$ cat config.mk
export PLATFORM = sky130hd
export DESIGN_NAME = alu_serial_ctrl_flat
export DESIGN_NICKNAME = d
export VERILOG_FILES = /design/src/rtl/alu_pkg.sv /design/src/rtl/alu_serial_ctrl_if.sv /design/src/rtl/alu_1bit.sv /design/src/rtl/alu_serial_ctrl.sv /design/src/flat_wrapper.sv
export SDC_FILE = /design/constraint.sdc
export NUM_CORES = 1
export LEC_CHECK = 0
export ABC_AREA = 1
export BUFFER_PORTS_ARGS = -buffer_cell sky130_fd_sc_hd__buf_4
export CORE_UTILIZATION = 55
export CTS_BUF_LIST = sky130_fd_sc_hd__clkbuf_4
export CTS_CLUSTER_DIAMETER = 50
export CTS_CLUSTER_SIZE = 10
export DETAILED_ROUTE_END_ITERATION = 10
export PLACE_DENSITY = 0.8
export SLEW_MARGIN = 20
export SYNTH_ARGS = -nofsm -noshare
export SYNTH_HDL_FRONTEND = slang
export SYNTH_SLANG_ARGS = --single-unit
$ cat constraint.sdc
create_clock -name clk -period 2.3 [get_ports clk]
set_clock_uncertainty 0.2 [all_clocks]
set_input_delay 0.23 -clock clk [delete_from_list [all_inputs] [get_ports clk]]
set_output_delay 0.23 -clock clk [all_outputs]
set_load 0.005 [all_outputs]
$ cat src/rtl/alu_pkg.sv
// Shared opcode and sequencer-state types for the bit-serial ALU.
package alu_pkg;

   typedef enum logic [2:0] {
      ALU_PASSB = 3'b000,
      ALU_ADD   = 3'b010,
      ALU_SUB   = 3'b011,
      ALU_AND   = 3'b100,
      ALU_OR    = 3'b101,
      ALU_XOR   = 3'b110
   } alu_op_t;

   typedef enum logic [1:0] {
      S_IDLE = 2'd0,
      S_RUN  = 2'd1,
      S_DONE = 2'd2
   } ser_state_t;

endpackage

$ cat src/rtl/alu_serial_ctrl_if.sv
// Issue/result bus of the bit-serial ALU. Handshake: a request is accepted on a rising clk edge
// where start=1 and ready=1; done is a one-cycle pulse marking result and flags valid.
interface alu_serial_ctrl_if #(parameter int WIDTH = 8);
   logic             start;
   logic [2:0]       op;
   logic [WIDTH-1:0] a_in;
   logic [WIDTH-1:0] b_in;
   logic             ready;
   logic             busy;
   logic             done;
   logic [WIDTH-1:0] result;
   logic             flag_n;
   logic             flag_z;
   logic             flag_c;
   logic             flag_v;

   modport master (
      output start, op, a_in, b_in,
      input  ready, busy, done, result, flag_n, flag_z, flag_c, flag_v
   );

   modport slave (
      input  start, op, a_in, b_in,
      output ready, busy, done, result, flag_n, flag_z, flag_c, flag_v
   );
endinterface

$ cat src/rtl/alu_1bit.sv
// One-bit ALU slice. en[0] inverts B on the arithmetic path so 011 computes A+~B+Cin.
module alu_1bit
   import alu_pkg::*;
(
   input  logic       a,
   input  logic       b,
   input  logic       cin,
   input  logic [2:0] en,
   output logic       y,
   output logic       cout
);

   logic bx;

   always_comb begin
      bx   = b ^ en[0];
      y    = 1'b0;
      cout = 1'b0;
      case (en)
         ALU_PASSB: y = b;
         ALU_ADD, ALU_SUB: begin
            y    = a ^ bx ^ cin;
            cout = (a & bx) | (a & cin) | (bx & cin);
         end
         ALU_AND:   y = a & b;
         ALU_OR:    y = a | b;
         ALU_XOR:   y = a ^ b;
         default:   y = 1'b0;
      endcase
   end

endmodule

$ cat src/rtl/alu_serial_ctrl.sv
// Bit-serial sequencer driving one alu_1bit slice LSB first over WIDTH cycles.
// Optional flags: define ALU_SERIAL_FLAGS_EN to build the N/Z/C/V flag registers.
module alu_serial_ctrl
   import alu_pkg::*;
#(
   parameter int WIDTH = 8
) (
   input  logic                clk,
   input  logic                reset,
   alu_serial_ctrl_if.slave    bus,
   output ser_state_t          dbg_state
);

   localparam int CW = $clog2(WIDTH);

   ser_state_t       state;
   logic [CW-1:0]    count;
   logic             carry;
   logic [2:0]       op_q;
   logic [WIDTH-1:0] a_sh;
   logic [WIDTH-1:0] b_sh;
   logic [WIDTH-1:0] shadow;
   logic [WIDTH-1:0] result_q;
   logic             ready_q;
   logic             busy_q;
   logic             done_q;
   logic             slice_y;
   logic             slice_cout;
   logic             last_run;
   logic [WIDTH-1:0] next_shadow;

   alu_1bit u_slice (
      .a    (a_sh[0]),
      .b    (b_sh[0]),
      .cin  (carry),
      .en   (op_q),
      .y    (slice_y),
      .cout (slice_cout)
   );

   // Slice output enters at the MSB so bit 0 reaches result[0] after WIDTH shifts.
   assign next_shadow = {slice_y, shadow[WIDTH-1:1]};
   assign last_run    = (state == S_RUN) && (count == CW'(WIDTH - 1));

   always_ff @(posedge clk) begin
      if (reset) begin
         state    <= S_IDLE;
         ready_q  <= 1'b1;
         busy_q   <= 1'b0;
         done_q   <= 1'b0;
         result_q <= '0;
         count    <= '0;
         carry    <= 1'b0;
         op_q     <= 3'b000;
         a_sh     <= '0;
         b_sh     <= '0;
         shadow   <= '0;
      end else begin
         case (state)
            S_IDLE: begin
               done_q <= 1'b0;
               if (bus.start) begin
                  a_sh    <= bus.a_in;
                  b_sh    <= bus.b_in;
                  op_q    <= bus.op;
                  count   <= '0;
                  carry   <= (bus.op == ALU_SUB);
                  state   <= S_RUN;
                  ready_q <= 1'b0;
                  busy_q  <= 1'b1;
               end
            end
            S_RUN: begin
               a_sh   <= a_sh >> 1;
               b_sh   <= b_sh >> 1;
               shadow <= next_shadow;
               carry  <= slice_cout;
               count  <= count + 1'b1;
               if (last_run) begin
                  result_q <= next_shadow;
                  state    <= S_DONE;
                  busy_q   <= 1'b0;
                  done_q   <= 1'b1;
               end
            end
            S_DONE: begin
               done_q  <= 1'b0;
               ready_q <= 1'b1;
               state   <= S_IDLE;
            end
            default: begin
               state   <= S_IDLE;
               ready_q <= 1'b1;
               busy_q  <= 1'b0;
               done_q  <= 1'b0;
            end
         endcase
      end
   end

   assign bus.ready  = ready_q;
   assign bus.busy   = busy_q;
   assign bus.done   = done_q;
   assign bus.result = result_q;
   assign dbg_state  = state;

`ifdef ALU_SERIAL_FLAGS_EN
   logic is_arith;
   logic flag_n_q, flag_z_q, flag_c_q, flag_v_q;

   assign is_arith = (op_q == ALU_ADD) || (op_q == ALU_SUB);

   // Overflow is carry into the MSB xor carry out of it, both visible in the last cycle.
   always_ff @(posedge clk) begin
      if (reset) begin
         flag_n_q <= 1'b0;
         flag_z_q <= 1'b0;
         flag_c_q <= 1'b0;
         flag_v_q <= 1'b0;
      end else if (last_run) begin
         flag_n_q <= next_shadow[WIDTH-1];
         flag_z_q <= (next_shadow == '0);
         flag_c_q <= is_arith & slice_cout;
         flag_v_q <= is_arith & (carry ^ slice_cout);
      end
   end

   assign bus.flag_n = flag_n_q;
   assign bus.flag_z = flag_z_q;
   assign bus.flag_c = flag_c_q;
   assign bus.flag_v = flag_v_q;
`else
   assign bus.flag_n = 1'b0;
   assign bus.flag_z = 1'b0;
   assign bus.flag_c = 1'b0;
   assign bus.flag_v = 1'b0;
`endif

endmodule

$ cat src/flat_wrapper.sv
// flat-port wrapper written by rule: the top's interface ports become plain ports
module alu_serial_ctrl_flat import alu_pkg::*;
#(
   parameter int WIDTH = 8
)
  (clk, reset, dbg_state, bus_start, bus_op, bus_a_in, bus_b_in, bus_ready, bus_busy, bus_done, bus_result, bus_flag_n, bus_flag_z, bus_flag_c, bus_flag_v);
  alu_serial_ctrl_if #(.WIDTH(WIDTH)) bus_i ();
  input  logic clk;
  input  logic reset;
  output ser_state_t dbg_state;
  input wire logic [$bits(bus_i.start)-1:0] bus_start;
  input wire logic [$bits(bus_i.op)-1:0] bus_op;
  input wire logic [$bits(bus_i.a_in)-1:0] bus_a_in;
  input wire logic [$bits(bus_i.b_in)-1:0] bus_b_in;
  output wire logic [$bits(bus_i.ready)-1:0] bus_ready;
  output wire logic [$bits(bus_i.busy)-1:0] bus_busy;
  output wire logic [$bits(bus_i.done)-1:0] bus_done;
  output wire logic [$bits(bus_i.result)-1:0] bus_result;
  output wire logic [$bits(bus_i.flag_n)-1:0] bus_flag_n;
  output wire logic [$bits(bus_i.flag_z)-1:0] bus_flag_z;
  output wire logic [$bits(bus_i.flag_c)-1:0] bus_flag_c;
  output wire logic [$bits(bus_i.flag_v)-1:0] bus_flag_v;
  assign bus_i.start = bus_start;
  assign bus_i.op = bus_op;
  assign bus_i.a_in = bus_a_in;
  assign bus_i.b_in = bus_b_in;
  assign bus_ready = bus_i.ready;
  assign bus_busy = bus_i.busy;
  assign bus_done = bus_i.done;
  assign bus_result = bus_i.result;
  assign bus_flag_n = bus_i.flag_n;
  assign bus_flag_z = bus_i.flag_z;
  assign bus_flag_c = bus_i.flag_c;
  assign bus_flag_v = bus_i.flag_v;
  alu_serial_ctrl #(.WIDTH(WIDTH)) u_core (.clk(clk), .reset(reset), .bus(bus_i), .dbg_state(dbg_state));
endmodule
Word level (Yosys, flattened, before mapping)
Index checks and enable logic that the tools add are counted.
- register bits: 44
- input port bits: 22
- output and inout port bits: 17
- word-level logic and storage cells: 66
- add/sub/neg operators: 1
- eq/ne operators: 11
- mux-type cells: 18
- bitwise logic cells: 13
- reduce and logical (&&, ||, !) cells: 12
- operator list (operator ; count):
    one-hot mux 8 bit (2 select lines) ; 2
    2-to-1 mux 8 bit ; 2
    equality test 3 bit (second input constant) ; 4
    AND reduction 2 bit ; 5
    equality test 3 x 2 -> 1 bit (second input constant) ; 3
    one-hot mux 3 bit (2 select lines) ; 1
    2-to-1 mux 1 bit ; 5
    one-hot mux 1 bit (5 select lines) ; 1
    AND 1 bit ; 4
    2-to-1 mux 2 bit ; 2
    one-hot mux 1 bit (2 select lines) ; 2
    one-hot mux 2 bit (2 select lines) ; 1
    OR reduction 2 bit ; 2
    XOR 1 bit ; 4
    adder 3 x 1 -> 3 bit (second input constant) ; 1
    logical NOT 3 bit ; 1
    2-to-1 mux 3 bit ; 1
    bitwise OR 1 bit ; 3
    one-hot mux 1 bit (3 select lines) ; 1
    AND reduction 3 bit ; 1
    equality test 2 x 1 -> 1 bit (second input constant) ; 1
    equality test 2 bit (second input constant) ; 1
    logical NOT 2 bit ; 1
    != test 2 x 1 -> 1 bit (second input constant) ; 1
    4 further kinds ; 5

Longest topological paths before layout
- word-level depth: 6
- depth in mapped cells: 9
- mapped depth without buffers: 9

Hierarchy
From an unflattened synthesis, not the netlist that was laid out.
- cells, all modules: 285
- area total of the unflattened synthesis: 1966.9 um^2
- by module, submodules not included (module ; instances ; cells each ; area each (um^2) ; seq. area each (um^2)):
    alu_serial_ctrl ; 1 ; 262 ; 1834.3 ; 860.8
    alu_1bit ; 1 ; 23 ; 132.6 ; 0.0

Worst setup path before layout
OpenSTA, ideal clock, no wires.
- kind: flip-flop to flip-flop
- start point: register u_core.b_sh[0]
- end point: register u_core.result_q[7] (netlist: u_core.bus.result[7])
- setup time: 109 ps
- data arrival time: 1338 ps
- data required time: 1991 ps
- slack: 654 ps
- cell stages (with the launch flop): 10
- path buffers: 0
- clock period less this slack: 1646 ps
- path through: dfxtp_1 -> inv_1 -> nor2_1 -> nor2_1 -> fa_1 -> a21oi_1 -> o21ai_0 -> nand3_1 -> nand2_1 -> inv_1
- cells in the longest elaborated chain, start to end: 4
- elaborated cells between the ends (all ways): 7
- classes of those cells: mux: 1; bitwise: 6
- ends and longest elaborated chain (item ; line ; source):
    from (decl) ; alu_serial_ctrl.sv:21 ; logic [WIDTH-1:0] b_sh;
    from (signal assigned) ; alu_serial_ctrl.sv:64 ; b_sh <= bus.b_in;
    from (signal assigned) ; alu_serial_ctrl.sv:75 ; b_sh <= b_sh >> 1;
    XOR 1 bit ; alu_1bit.sv:16 ; bx = b ^ en[0];
    XOR 1 bit (2 in a row) ; alu_1bit.sv:22 ; y = a ^ bx ^ cin;
    one-hot mux 1 bit (5 select lines) (*) ; alu_1bit.sv:19 ; case (en)
    to (signal assigned) ; alu_serial_ctrl.sv:80 ; result_q <= next_shadow;
    to (decl) ; alu_serial_ctrl.sv:23 ; logic [WIDTH-1:0] result_q;
Every way passes the cells marked *; elsewhere a longest branch is shown, timed or not.
A chain may end at the register's enable or synchronous reset.

Final worst setup path
- start point: input port bus_start
- end point: register u_core.b_sh[7]
- cells in the longest elaborated chain, start to end: 2
- ends and longest elaborated chain (item ; line ; source):
    from (decl) ; flat_wrapper.sv:11 ; input wire logic [$bits(bus_i.start)-1:0] bus_start;
    != test 2 bit (no source line) ; -- ;
    AND reduction 2 bit (no source line) ; -- ;
No other way between the ends.

==> impl_results.md <==
- Antenna Nets Post-Route: 0
- Post-DP Area: 2100 µm²
- Switching share of power: 27.6%
- Yosys top cell by area: dfxtp_1
- CTS tree: yes
- Slew HR: 63.9%
- Wire length per cell: 11.6 µm
- Total power: 1.41 mW
- GRT Total Usage: 22.7%
- Via Count: 1600
- RSZ-0062 raised after global routing: false
- CTS Sinks: 43
- Fin nets: 299
- Final Wtd Congestion: 0.832
- Top post-synthesis cells by area: dfxtp_1, nand2_1, nor2_1
- Chip width: 60.5 µm
- Int Pwr: 1.02 mW
- Synth Register Bits: 43
- Ys flop type: dfxtp_1
- Sequential fraction of the synthesis area: 45.8%
- Die Y: 60.5 µm
- Max-slew violations: 0
- Core area: 3150 µm²
- Post-Route WL: 3.67 mm
- Worst-Margin Slew: 0.541 ns
- Worst Hold Class: input port to register
- Skew-Pair Late Insertion Delay: 0.35 ns
- XOR/XNOR Fraction of Synth Area: 0%
- Worst Setup Path Type: input port to register
- P_sw: 391 µW
- Max Cap Violations: 0
- Syn Area/Cell: 8.03 µm²
- Vias in the first global route: 1400
- Initial Util: 59.6%
- Status: completed
- Largest family of logic cells by synthesized area: simple AND/OR/NAND/NOR gates
- Comb pwr share: 16.3%
- Final min period: 2.16 ns
- Detailed Place HPWL: 2.39 mm
- Data arrival time of the worst path: 2.26 ns
- Cell Pwr Density: 634 nW/µm²
- Setup_tns: 0 ns
- Mapped cell area: 1880 µm²
- Unique masters post-synth: 26
- Number of H-tree levels: 2
- Final setup fails: 0
- Post-synth EDFFs: 0
- Crit path top cell by count: dlygate4sd3_1
- Final standard cell area without fillers: 2230 µm²
- CP max FO: 28
- Share of layout cells above drive strength 1: 18.7%
- P&R area growth vs syn: 18.8%
- Critical-path cell list: dlygate4sd3_1 > buf_4 > nand3_4 > nand2_4 > inv_2 > nand2_1 > a21oi_1 > dlygate4sd3_1
- Synth Area in Adders: 3.73%
- Clk slew on worst S/H paths: 0.11 ns
- Root Buffer: clkbuf_4
- DRC Markers: 0
- Clock network fraction of total power: 25.1%
- IO Count: 39
- CTS Buf Count: 5
- Initial DRC count: 39
- CTS Buffer Depth: 2
- Final hold violation count: 0
- Required time of the critical path: 2.40 ns
- Worst vdd ir: 0.467 mV
- Maximum number of pins on one net before global-route repair: 38
- Compound-Gate Fraction of Synth Area: 15.4%
- Post-synthesis simple-gate area fraction: 26.1%
- Initial antenna violation count: 0
- CP peak stage delay: 0.59 ns
- Number of iterations in the first detailed-routing pass: 4
- Leak: 1.12 nW
- Rows: 20
- Ys async rst share: 0%
- Post-synth top area share: 45.8%
- Mux contribution to synthesized area: 0%
- Fmax: 0.462 GHz
- Cell count after synthesis: 234
- Grt ovf: 0
- CP max stage cell: dlygate4sd3_1
- Via density: 5.05
- Critical Path Start Type: input port
- Synthesis warning total: 0
- Antenna diodes: 0
- Fin util: 70.8%
- CP endpoint kind: register
- First-pass GRT wire length: 6.04 mm
- Seq pwr share: 58.7%
- Fin crit share: 94.1%
- Die area: 3650 µm²
- Port bufs: 34
-- cell usage in the layout, fill, tap and decap left out, types with 2 or more instances in the layout --
cell / count
nand2_1: 50
dfxtp_1: 42
nor2_1: 36
buf_4: 34
nand3_1: 19
o21ai_0: 18
o211a_1: 12
inv_1: 11
a21oi_1: 10
dlygate4sd3_1: 7
clkbuf_4: 6
inv_2: 4
ha_1: 4
conb_1: 4
a22oi_1: 2
clkinv_1: 2
-- layout make-up --
| type | instances | area, µm² |
|---|---|---|
| clock buffers | 6 | 45.0 |
| clock inverters | 2 | 7.51 |
| multi-input cells | 165 | 875 |
| inverters | 16 | 62.6 |
| well taps | 44 | 55.1 |
| fillers | 283 | 921 |
| repair buffers | 41 | 325 |
| flip-flops and latches | 43 | 862 |
-- cell families (layout without fill, tap and decap cells) --
family                     after synthesis  in the layout
buffers and inverters                   29             65
adders and majority gates                5              5
and+or+nand+nor                        112            112
other                                    1              4
AOI/OAI and AO/OA                       44             44
DFF                                     43             43
-- what timing repair did --
item | 4_1_cts | 5_1_grt
setup endpoints to repair | 0 | 1
hold buffers | 7 | 0
endpoints found under the hold margin | 10 | 0
resized for setup | 0 | 2
setup buffers | 0 | 0
-- critical path: cells and delay by family --
kind	cells	cell delay [ns]
and+or+nand+nor	3	0.38
AOI/OAI and AO/OA	1	0.16
buffers and inverters	4	1.49
-- per-layer routing --
metal	global-route usage (%)	part of all wire, %	up-vias
li1	-	-	836
met5	0	0	-
met3	6.61	5.1	10
met4	10.4	2.6	0
met1	27.8	45	707
met2	37.0	48	47
-- synth_stat cells, types with 2 or more instances --
cell     instances
a22oi_1          2
nor2_1          36
inv_1           11
o21ai_0         18
nand3_1         19
dfxtp_1         43
a21oi_1         10
inv_2            4
buf_4            7
buf_6            3
o211a_1         12
nand2_1         50
buf_2            2
ha_1             4
nand2_4          2
-- power groups by stage --
stage          clock, mW  combinational [mW]  sequential (mW)
2_1_floorplan          0               0.173            0.838
3_3_place_gp           0               0.214            0.844
3_5_place_dp           0               0.220            0.845
4_1_cts            0.361               0.230            0.828
5_1_grt            0.396               0.264            0.837
6_report           0.355               0.230            0.830
-- registers in the layout, summed over array words and instances, names as in the netlist --
register and count:
u_core.bus.ready 1, u_core.bus.busy 1, u_core.carry 1, u_core.dbg_state 2, u_core.count 3, u_core.bus.done 1
u_core.bus.result 8, u_core.b_sh 8, u_core.shadow 7, u_core.a_sh 8, u_core.op_q 3
-- through the flow --
stage,instances,setup slack (ns),hold slack [ns]
detailed placement,302,0.522,0.254
CTS,317,0.161,0.00634
finish,317,0.135,0.0159
global placement,302,0.592,0.247
global route,317,0.0484,0.00822
floorplan,237,0.654,0.0991
-- path summary, 6_finish.rpt --
| path | from | end | slack (ns) | cells after the start |
|---|---|---|---|---|
| min reg2reg | u_core.count[0] | u_core.count[0] | 0.27 | 1 |
| min | bus_b_in[6] | u_core.b_sh[6] | 0.02 | 4 |
| max reg2reg | u_core.dbg_state[1] | u_core.b_sh[7] | 0.18 | 7 |
| max | bus_start | u_core.b_sh[7] | 0.14 | 8 |
Power figures use the tool's default switching activity.
